File: config.mk
export PLATFORM = sky130hd
export DESIGN_NAME = gups_update_engine
export DESIGN_NICKNAME = d
export VERILOG_FILES = /design/src/rtl/gups_pkg.sv /design/src/rtl/gups_lfsr.sv /design/src/rtl/gups_update_engine.sv
export SDC_FILE = /design/constraint.sdc
export NUM_CORES = 1
export LEC_CHECK = 0
export BUFFER_PORTS_ARGS = -buffer_cell sky130_fd_sc_hd__buf_2
export CAP_MARGIN = 20
export CORE_MARGIN = 2
export CORE_UTILIZATION = 57
export CTS_CLUSTER_DIAMETER = 60
export CTS_CLUSTER_SIZE = 25
export DETAILED_ROUTE_END_ITERATION = 16
export GPL_TIMING_DRIVEN = 0
export PLACE_DENSITY_LB_ADDON = 0.1
export SETUP_SLACK_MARGIN = 0.05
export SLEW_MARGIN = 20
export SYNTH_ARGS = -nofsm -noshare
export SYNTH_HDL_FRONTEND = slang
export SYNTH_SLANG_ARGS = --single-unit
File: constraint.sdc
create_clock -name clk -period 5.8 [get_ports clk]
set_input_delay 0.87 -clock clk [delete_from_list [all_inputs] [get_ports clk]]
set_output_delay 0.87 -clock clk [all_outputs]
set_load 0.05 [all_outputs]
File: src/rtl/gups_pkg.sv
// Shared encodings and constants for the GUPS update engine.
package gups_pkg;

  typedef enum logic [1:0] {
    MODE_INC  = 2'd0,
    MODE_XOR  = 2'd1,
    MODE_RD   = 2'd2,
    MODE_INC3 = 2'd3
  } mode_e;

  typedef enum logic [2:0] {
    ST_IDLE = 3'd0,
    ST_GEN  = 3'd1,
    ST_RD   = 3'd2,
    ST_MOD  = 3'd3,
    ST_WR   = 3'd4,
    ST_NEXT = 3'd5,
    ST_FIN  = 3'd6
  } state_e;

  // Galois right-shift taps.
  localparam logic [15:0] LFSR_TAPS = 16'hB400;
  // All-zero is the LFSR lock state, so a zero seed loads as this value.
  localparam logic [15:0] ZERO_SEED_SUB = 16'h0001;

endpackage

File: src/rtl/gups_lfsr.sv
// One Galois LFSR address stream with seed load and advance enables.
module gups_lfsr import gups_pkg::*; #(
  parameter int unsigned     LFSR_W = 16,
  parameter logic [LFSR_W-1:0] TAPS = LFSR_W'(LFSR_TAPS)
) (
  input  logic              clk,
  input  logic              rst,
  input  logic              load,
  input  logic              advance,
  input  logic [LFSR_W-1:0] seed,
  output logic [LFSR_W-1:0] value
);

  logic [LFSR_W-1:0] seed_eff;

  assign seed_eff = (seed == '0) ? LFSR_W'(ZERO_SEED_SUB) : seed;

  // Load has priority; advance steps the register once per completed update.
  always_ff @(posedge clk) begin
    if (!rst) begin
      value <= '0;
    end else if (load) begin
      value <= seed_eff;
    end else if (advance) begin
      value <= (value >> 1) ^ (value[0] ? TAPS : '0);
    end
  end

endmodule

File: src/rtl/gups_update_engine.sv
// Round-robin multi-lane read-modify-write update engine over a req/rdy memory port.
module gups_update_engine import gups_pkg::*; #(
  parameter int unsigned DATA_W = 64,
  parameter int unsigned ADDR_W = 64,
  parameter int unsigned LANES  = 4,
  parameter int unsigned LFSR_W = 16,
  parameter int unsigned CNT_W  = 32
) (
  input  logic                    clk,
  input  logic                    rst,
  input  logic                    start,
  input  logic [CNT_W-1:0]        num_updates,
  input  logic [1:0]              mode,
  input  logic [LANES*LFSR_W-1:0] seed,
  input  logic [ADDR_W-1:0]       range,
  output logic [ADDR_W-1:0]       addr,
  output logic [DATA_W-1:0]       dout,
  input  logic [DATA_W-1:0]       din,
  output logic                    req,
  output logic                    wr,
  input  logic                    rdy,
  output logic                    busy,
  output logic                    done,
  output logic [CNT_W-1:0]        upd_count
);

  localparam int unsigned LANE_W = (LANES > 1) ? $clog2(LANES) : 1;

  state_e             state;
  state_e             state_d;
  mode_e              mode_q;
  logic [CNT_W-1:0]   num_q;
  logic [ADDR_W-1:0]  range_q;
  logic [DATA_W-1:0]  data_q;
  logic [DATA_W-1:0]  mod_data;
  logic [LANE_W-1:0]  lane;
  logic [LFSR_W-1:0]  lfsr_val [LANES];
  logic [LFSR_W-1:0]  cur_lfsr;
  logic [LANES-1:0]   adv;
  logic               load;

  assign load     = (state == ST_IDLE) && start;
  assign cur_lfsr = lfsr_val[lane];

  for (genvar i = 0; i < LANES; i++) begin : g_lane
    assign adv[i] = (state == ST_NEXT) && (lane == LANE_W'(i));

    gups_lfsr #(
      .LFSR_W (LFSR_W),
      .TAPS   (LFSR_W'(LFSR_TAPS))
    ) u_lfsr (
      .clk     (clk),
      .rst     (rst),
      .load    (load),
      .advance (adv[i]),
      .seed    (seed[i*LFSR_W +: LFSR_W]),
      .value   (lfsr_val[i])
    );
  end

  // Modified word: xor with the lane LFSR in xor mode, otherwise wrapping increment.
  always_comb begin
    mod_data = data_q + DATA_W'(1);
    if (mode_q == MODE_XOR) begin
      mod_data = data_q ^ DATA_W'(cur_lfsr);
    end
  end

  // FSM state register.
  always_ff @(posedge clk) begin
    if (!rst) begin
      state <= ST_IDLE;
    end else begin
      state <= state_d;
    end
  end

  // Next-state decode; rdy only matters while a request is outstanding.
  always_comb begin
    state_d = state;
    case (state)
      ST_IDLE: if (start) state_d = ST_GEN;
      ST_GEN:  state_d = (upd_count == num_q) ? ST_FIN : ST_RD;
      ST_RD:   if (rdy) state_d = ST_MOD;
      ST_MOD:  state_d = (mode_q == MODE_RD) ? ST_NEXT : ST_WR;
      ST_WR:   if (rdy) state_d = ST_NEXT;
      ST_NEXT: state_d = ST_GEN;
      ST_FIN:  state_d = ST_IDLE;
      default: state_d = ST_IDLE;
    endcase
  end

  // Registered outputs, run configuration and datapath.
  always_ff @(posedge clk) begin
    if (!rst) begin
      req       <= 1'b0;
      wr        <= 1'b0;
      busy      <= 1'b0;
      done      <= 1'b0;
      addr      <= '0;
      dout      <= '0;
      upd_count <= '0;
      lane      <= '0;
      num_q     <= '0;
      mode_q    <= MODE_INC;
      range_q   <= '0;
      data_q    <= '0;
    end else begin
      req  <= (state_d == ST_RD) || (state_d == ST_WR);
      wr   <= (state_d == ST_WR);
      busy <= (state_d != ST_IDLE);
      done <= (state_d == ST_FIN);
      case (state)
        ST_IDLE: begin
          if (start) begin
            num_q     <= num_updates;
            mode_q    <= mode_e'(mode);
            range_q   <= range;
            upd_count <= '0;
            lane      <= '0;
          end
        end
        ST_GEN: begin
          if (upd_count != num_q) begin
            addr <= ADDR_W'(cur_lfsr) & range_q;
          end
        end
        ST_RD: begin
          if (rdy) begin
            data_q <= din;
          end
        end
        ST_MOD: begin
          if (mode_q != MODE_RD) begin
            dout <= mod_data;
          end
        end
        ST_NEXT: begin
          upd_count <= upd_count + CNT_W'(1);
          lane      <= (lane == LANE_W'(LANES - 1)) ? '0 : lane + LANE_W'(1);
        end
        default: ;
      endcase
    end
  end

endmodule

==> Word level (Yosys, flattened, before mapping) <==
Index checks and enable logic that the tools add are counted.
Widths: inputs -> output; s select.
{ "totals": {"regBits": 395, "inputBits": 230, "output_inout_bits": 164} }
{ "op_classes": {"addsub": 3, "n_lt_le_gt_ge": 1, "n_eq_ne": 17, "muxes": 31, "n_bitwise": 7, "n_reduce_logical": 23} }
{ "ops": {"columns": ["operator", "count"], "rows": [
  ["$mux 16", 18],
  ["$add 64x1->64 const B", 1],
  ["$and 16x64->64", 1],
  ["$logic_not 16->1", 4],
  ["$mux 64", 1],
  ["$pmux 32 s2", 1],
  ["$xor 15x16->16", 4],
  ["$xor 64x16->64", 1],
  ["$add 32x1->32 const B", 1],
  ["$bmux 16 s2", 1],
  ["$eq 32x32->1", 1],
  ["$mux 32", 1],
  ["$ne 32x32->1", 1],
  ["$pmux 3 s6", 1],
  ["$eq 3x3->1 const B", 4],
  ["$mux 3", 4],
  ["$reduce_and 2->1", 5],
  ["$reduce_bool 2->1", 5],
  ["$eq 3x2->1 const B", 3],
  ["$eq 2x2->1 const B", 3],
  ["$logic_and 1x1->1", 5],
  ["$eq 2x1->1 const B", 2],
  ["$mux 2", 2],
  ["$ne 2x2->1 const B", 2],
  ["10 further kinds", 10]
]} }

==> Longest topological paths before layout <==
{ "logic_depth": {"ltp_word": 6, "ltp_mapped": 9, "depth_no_buf": 6} }

==> Modules after synthesis <==
A second synthesis with hierarchy kept.
{ "hier_totals": {"hier_cells": 1761, "area_unflattened_um2": 14796.7} }
{ "by_module_without_submodules": {"columns": ["mod", "n_inst", "cells_each", "area_each_um2", "seq_area_each_um2"], "rows": [
  ["gups_update_engine", 1, 1393, 11373.4, 4704.5],
  ["gups_lfsr", 4, 92, 855.8, 320.3]
]} }

==> Worst setup path before layout <==
No wires, ideal clock.
{ "synth_timing": {"path_kind": "reg2reg", "from": "register upd_count[9]", "to": "register upd_count[31]", "arrival_time_ns": 2.320, "required_time_ns": 5.730, "slack_ns": 3.409, "stages_incl_launch_ff": 7, "n_path_buf": 1, "period_less_slack_ns": 2.391, "cell_sequence": "dfxtp_1 -> buf_2 -> nand4_1 -> nor4_1 -> nand3_1 -> or3_1 -> a21oi_1"} }
{ "synth_between": {"elab_chain_cells": 2} }
{ "synth_lines": {"columns": ["element", "line", "source"], "rows": [
  ["start: declaration", "gups_update_engine.sv:24", "output logic [CNT_W-1:0] upd_count"],
  ["start signal: assignment", "gups_update_engine.sv:139", "upd_count <= upd_count + CNT_W'(1);"],
  ["$add 32x1->32", "gups_update_engine.sv:139", null],
  ["$pmux 32 s2", "gups_update_engine.sv:113", "case (state)"]
]} }
No other way between the ends.
A chain may end at the register's enable or synchronous reset.

==> Final worst setup path <==
{ "layout_timing": {"from": "register data_q[0]", "to": "register dout[50]"} }
{ "layout_between": {"elab_chain_cells": 2} }
{ "layout_lines": {"columns": ["element", "line", "source"], "rows": [
  ["start: declaration", "gups_update_engine.sv:34", "logic [DATA_W-1:0] data_q;"],
  ["start signal: assignment", "gups_update_engine.sv:130", "data_q <= din;"],
  ["$add 64x1->64", "gups_update_engine.sv:63", "mod_data = data_q + DATA_W'(1);"],
  ["$mux 64", "gups_update_engine.sv:64", "if (mode_q == MODE_XOR) begin"],
  ["end signal: assignment", "gups_update_engine.sv:135", "dout <= mod_data;"],
  ["end: declaration", "gups_update_engine.sv:17", "output logic [DATA_W-1:0] dout,"]
]} }
No other way between the ends.

==> results.txt <==
For this run, the leading register cell type out of synthesis is sky130_fd_sc_hd__dfxtp_1. The maximum clock frequency came out at 326 MHz. The internal power is 3420 µW.

The mean number of vias per cell came out at 5.97. Along the worst path, the maximum fanout reaches 10. The number of cells upsized or downsized after cts is 0. The share of the synthesized area in compound gates (AO/OA/AOI/OAI) came out at 0.168. The share of async-settable or async-resettable flops after synthesis is 0. Measured against the total synthesized area, the mux share comes to 0.0474. The ratio of total power to cell area is 289 nW/µm². The number of antenna violations at the first check in global routing came out at 1. The cell count after synthesis is 1779. The die is 162 µm wide. The category of the worst setup path capture point is a register.

The number of max-cap violations is 0. After layout, the minimum clock period comes to 3.07 ns. The total number of placement rows is 57. The total wire length after detailed routing is 47.1 mm. Counting flops and latches in the post-synthesis netlist gives 299. The simple-gate share of the synthesized area is 0.252. The standby leakage power came out at 0.00646 µW. The first global-routing pass estimated 72.1 mm of wire. The library cells used most frequently in the layout, excluding fill and tap cells, are sky130_fd_sc_hd__nand2_1, sky130_fd_sc_hd__buf_2, sky130_fd_sc_hd__dfxtp_1. For this configuration, the core starts out at a cell density of 0.584. The HPWL after detailed placement is 35.5 mm. The worst ir drop on vdd came out at 0.196 mV. The mean cell area of the mapped netlist is 8.00 µm². The count of different cell masters after synthesis came out at 57. The most critical setup path has its startpoint at data_q[0].

Relative to the synthesized area, the layout overhead comes to 20.2%. The commonest non-fill, non-tap cell in the layout is sky130_fd_sc_hd__nand2_1. STA classifies the critical path startpoint as a register. The remaining number of nets flagged by the antenna check after routing is 0. The peak per-stage delay on the critical path came out at 0.65 ns. The post-route core utilization is 0.702. The worst register-to-register path begins at data_q[0].

The switching portion of total power came out at 0.309. The count of endpoints failing setup in the final report is 0. Traced cell by cell, the critical path runs through ha_1 > nand3_1 > nor3_1 > nand4_1 > clkbuf_1 > clkbuf_1 > o31ai_1 > a31oi_1. The first-pass iteration count of the detailed router came out at 6. The die covers 26300 µm². The part of the power in registers came out at 0.469. Yosys attributes the largest share of cell area to sky130_fd_sc_hd__dfxtp_1, sky130_fd_sc_hd__nand2_1, sky130_fd_sc_hd__a21oi_1. The count of port buffers added during placement came out at 297. The maximum count of clock buffers along a single path came out at 3. Setup repair after global routing left no endpoint under its margin. The measured slew at the worst slew-check pin is 0.995 ns. In the final layout, the share of cells above drive strength 1 is 0.198. The detailed-route DRC error count came out at 0.

The number of global-route vias before repair is 13500. After clock tree synthesis, the clock-pin slew on the worst setup and hold paths is 0.08 ns. The CTS tree is yes. The share of total power dissipated in the clock network is 0.353.

The post-cts hold buffer count came out at 0. The fraction of power consumed by combinational cells came out at 0.178. The height of the die is 162 µm.

The number of hold-slack violations in the final timing report is 0. The maximum clock skew at final layout is 0.0202 ns. The combined area of all synthesized cells came out at 14200 µm². The total area inside the core boundary comes to 24400 µm². The fraction of synthesized cell area in xor and xnor cells came out at 0.0443. The required time of the critical path is 6.19 ns.

The number of placed I/O pins came out at 394. The run finished with clean final reports. The signal arrival time at the worst endpoint is 3.46 ns. Of the synthesized area, sequential elements account for 0.420.

In this run the most critical hold path is launched from range_q[1]. The class of the tightest hold or removal check is register to register. In this run, the number of DRC markers left after iteration 0 of detailed routing was 1626. The post-CTS repair timing setup buffer count came out at 0. The clock sink count is 299.

The via count is 14800. The number of H-tree levels came out at 1. The Yosys step of the flow raised 0 warnings. After global routing the overflow that remains totals 0. Of the post-synthesis cell area, the dominant cell type holds 0.420. The worst-skew pair later-pin latency is 0.54 ns.

Once routing completed, OpenROAD measured the worst setup slack at 2.73 ns. By startpoint and endpoint, the worst setup path is classified as register to register. The number of synthesized flops with an enable pin came out at 0. After detailed routing, the average wire length per cell comes to 18.9 µm. Across every metal layer, demand over resource in global routing totals 0.344. The tree is rooted in a sky130_fd_sc_hd__clkbuf_16. Prior to clock tree synthesis, the placed netlist has a worst setup slack of 2.83 ns.

The switching power summed over all nets came out at 1530 µW. The adder-cell share of the synthesized area is 0.00527. By area, the combinational part of the netlist is dominated by simple AND/OR/NAND/NOR gates. Routability-driven placement finished with a final weighted congestion of 0.965. The accumulated negative setup slack came out at 0 ns.

By instance count, the cell type seen most on the critical path is sky130_fd_sc_hd__clkbuf_1. The count of pins over their slew limit is 0. Fill cells in the final layout number 2080. Entering global routing, the biggest net connects 22 pins. The tightest slew margin relative to the limit is 0.330. The CTS buffer count came out at 22. The cell at the slowest stage of the critical path is sky130_fd_sc_hd__nor3_1. The biggest area contributor in the post-synthesis netlist is sky130_fd_sc_hd__dfxtp_1. Of the available clock period, the critical path in the final layout requires 0.530. The number of nets in the final layout came out at 2383.
[cell type report]
cell class,instances,area [µm²],share of cell area
multi-input cells,1339,7540,0.440
clock buffers,26,597,0.0349
inverters,14,52.6,0.00307
repair buffers,297,1490,0.0868
flip-flops and latches,299,5990,0.350
clock inverters,13,208,0.0121
well taps,324,405,0.0237
diodes,1,2.50,0.000146
plain buffers,174,842,0.0492
[per-layer routing]
metal,wire (µm),vias up,share of wire,GRT usage
li1,-,6975,-,-
met1,18800,6891,0.40,0.467
met2,21500,864,0.46,0.555
met3,5180,110,0.11,0.0610
met4,1570,0,0.033,0.121
met5,0,-,0,0
[synth_stat cells, types with 26 or more instances]
cell type,count
sky130_fd_sc_hd__or4_1,26
sky130_fd_sc_hd__nand4_1,41
sky130_fd_sc_hd__nand3_1,87
sky130_fd_sc_hd__nor2_1,106
sky130_fd_sc_hd__buf_4,48
sky130_fd_sc_hd__a21oi_1,165
sky130_fd_sc_hd__nand2_1,390
sky130_fd_sc_hd__clkbuf_1,105
sky130_fd_sc_hd__o21ai_0,86
sky130_fd_sc_hd__xnor2_1,54
sky130_fd_sc_hd__a311oi_1,51
sky130_fd_sc_hd__dfxtp_1,299
sky130_fd_sc_hd__a31oi_1,31
[logic make-up (layout without fill, tap and decap cells)]
group                      after synthesis  in the layout
buffers and inverters                  188            524
xor gates and xnor gates                72             72
adders and majority gates                6              6
and+or+nand+nor                        771            771
muxes                                   46             46
DFF                                    299            299
AOI/OAI and AO/OA                      396            396
other                                    1             49
[through the flow]
| stage | total power [µW] | area [µm²] | instances | hold WS [ns] |
|---|---|---|---|---|
| 3_3_place_gp | 3200 | 16300 | 2447 | 0.443 |
| 3_5_place_dp | 3220 | 16300 | 2447 | 0.447 |
| 5_1_grt | 5110 | 17100 | 2487 | 0.475 |
| 4_1_cts | 4920 | 17100 | 2486 | 0.461 |
| 6_report | 4950 | 17100 | 2487 | 0.460 |
| 2_1_floorplan | 2910 | 14400 | 1826 | 0.437 |
[worst paths after layout]
| kind | end | slack [ns] | cells after the start |
|---|---|---|---|
| worst max-delay path | dout[50] | 2.73 | 8 |
| worst min-delay path | range_q[1] | 0.46 | 2 |
| worst max register to register | dout[50] | 2.73 | 8 |
| worst min register to register | range_q[1] | 0.46 | 2 |
[power by group through the flow]
stage | Clock [µW] | Combinational (µW) | Sequential, µW
6_report | 1750 | 879 | 2320
5_1_grt | 1830 | 944 | 2330
4_1_cts | 1750 | 861 | 2310
3_5_place_dp | 0 | 857 | 2360
3_3_place_gp | 0 | 842 | 2360
2_1_floorplan | 0 | 530 | 2380
[critical path: cells and delay by family (launching register included)]
kind | cells | cell delay, ns
buffers and inverters | 2 | 0.67
AND/OR/NAND/NOR | 3 | 1.23
AO/OA/AOI/OAI | 2 | 0.40
adder cells (fa/ha/maj) | 1 | 0.19
flip-flops | 1 | 0.43
[sequential cells by signal (all words and copies together), names as in the netlist, 2 cells and up]
name                 flops
data_q                  64
dout                    64
g_lane.u_lfsr.value     64
num_q                   32
upd_count               32
addr                    16
range_q                 16
state                    3
lane                     2
mode_q                   2
Note: power is estimated with default switching activity, not from simulation.
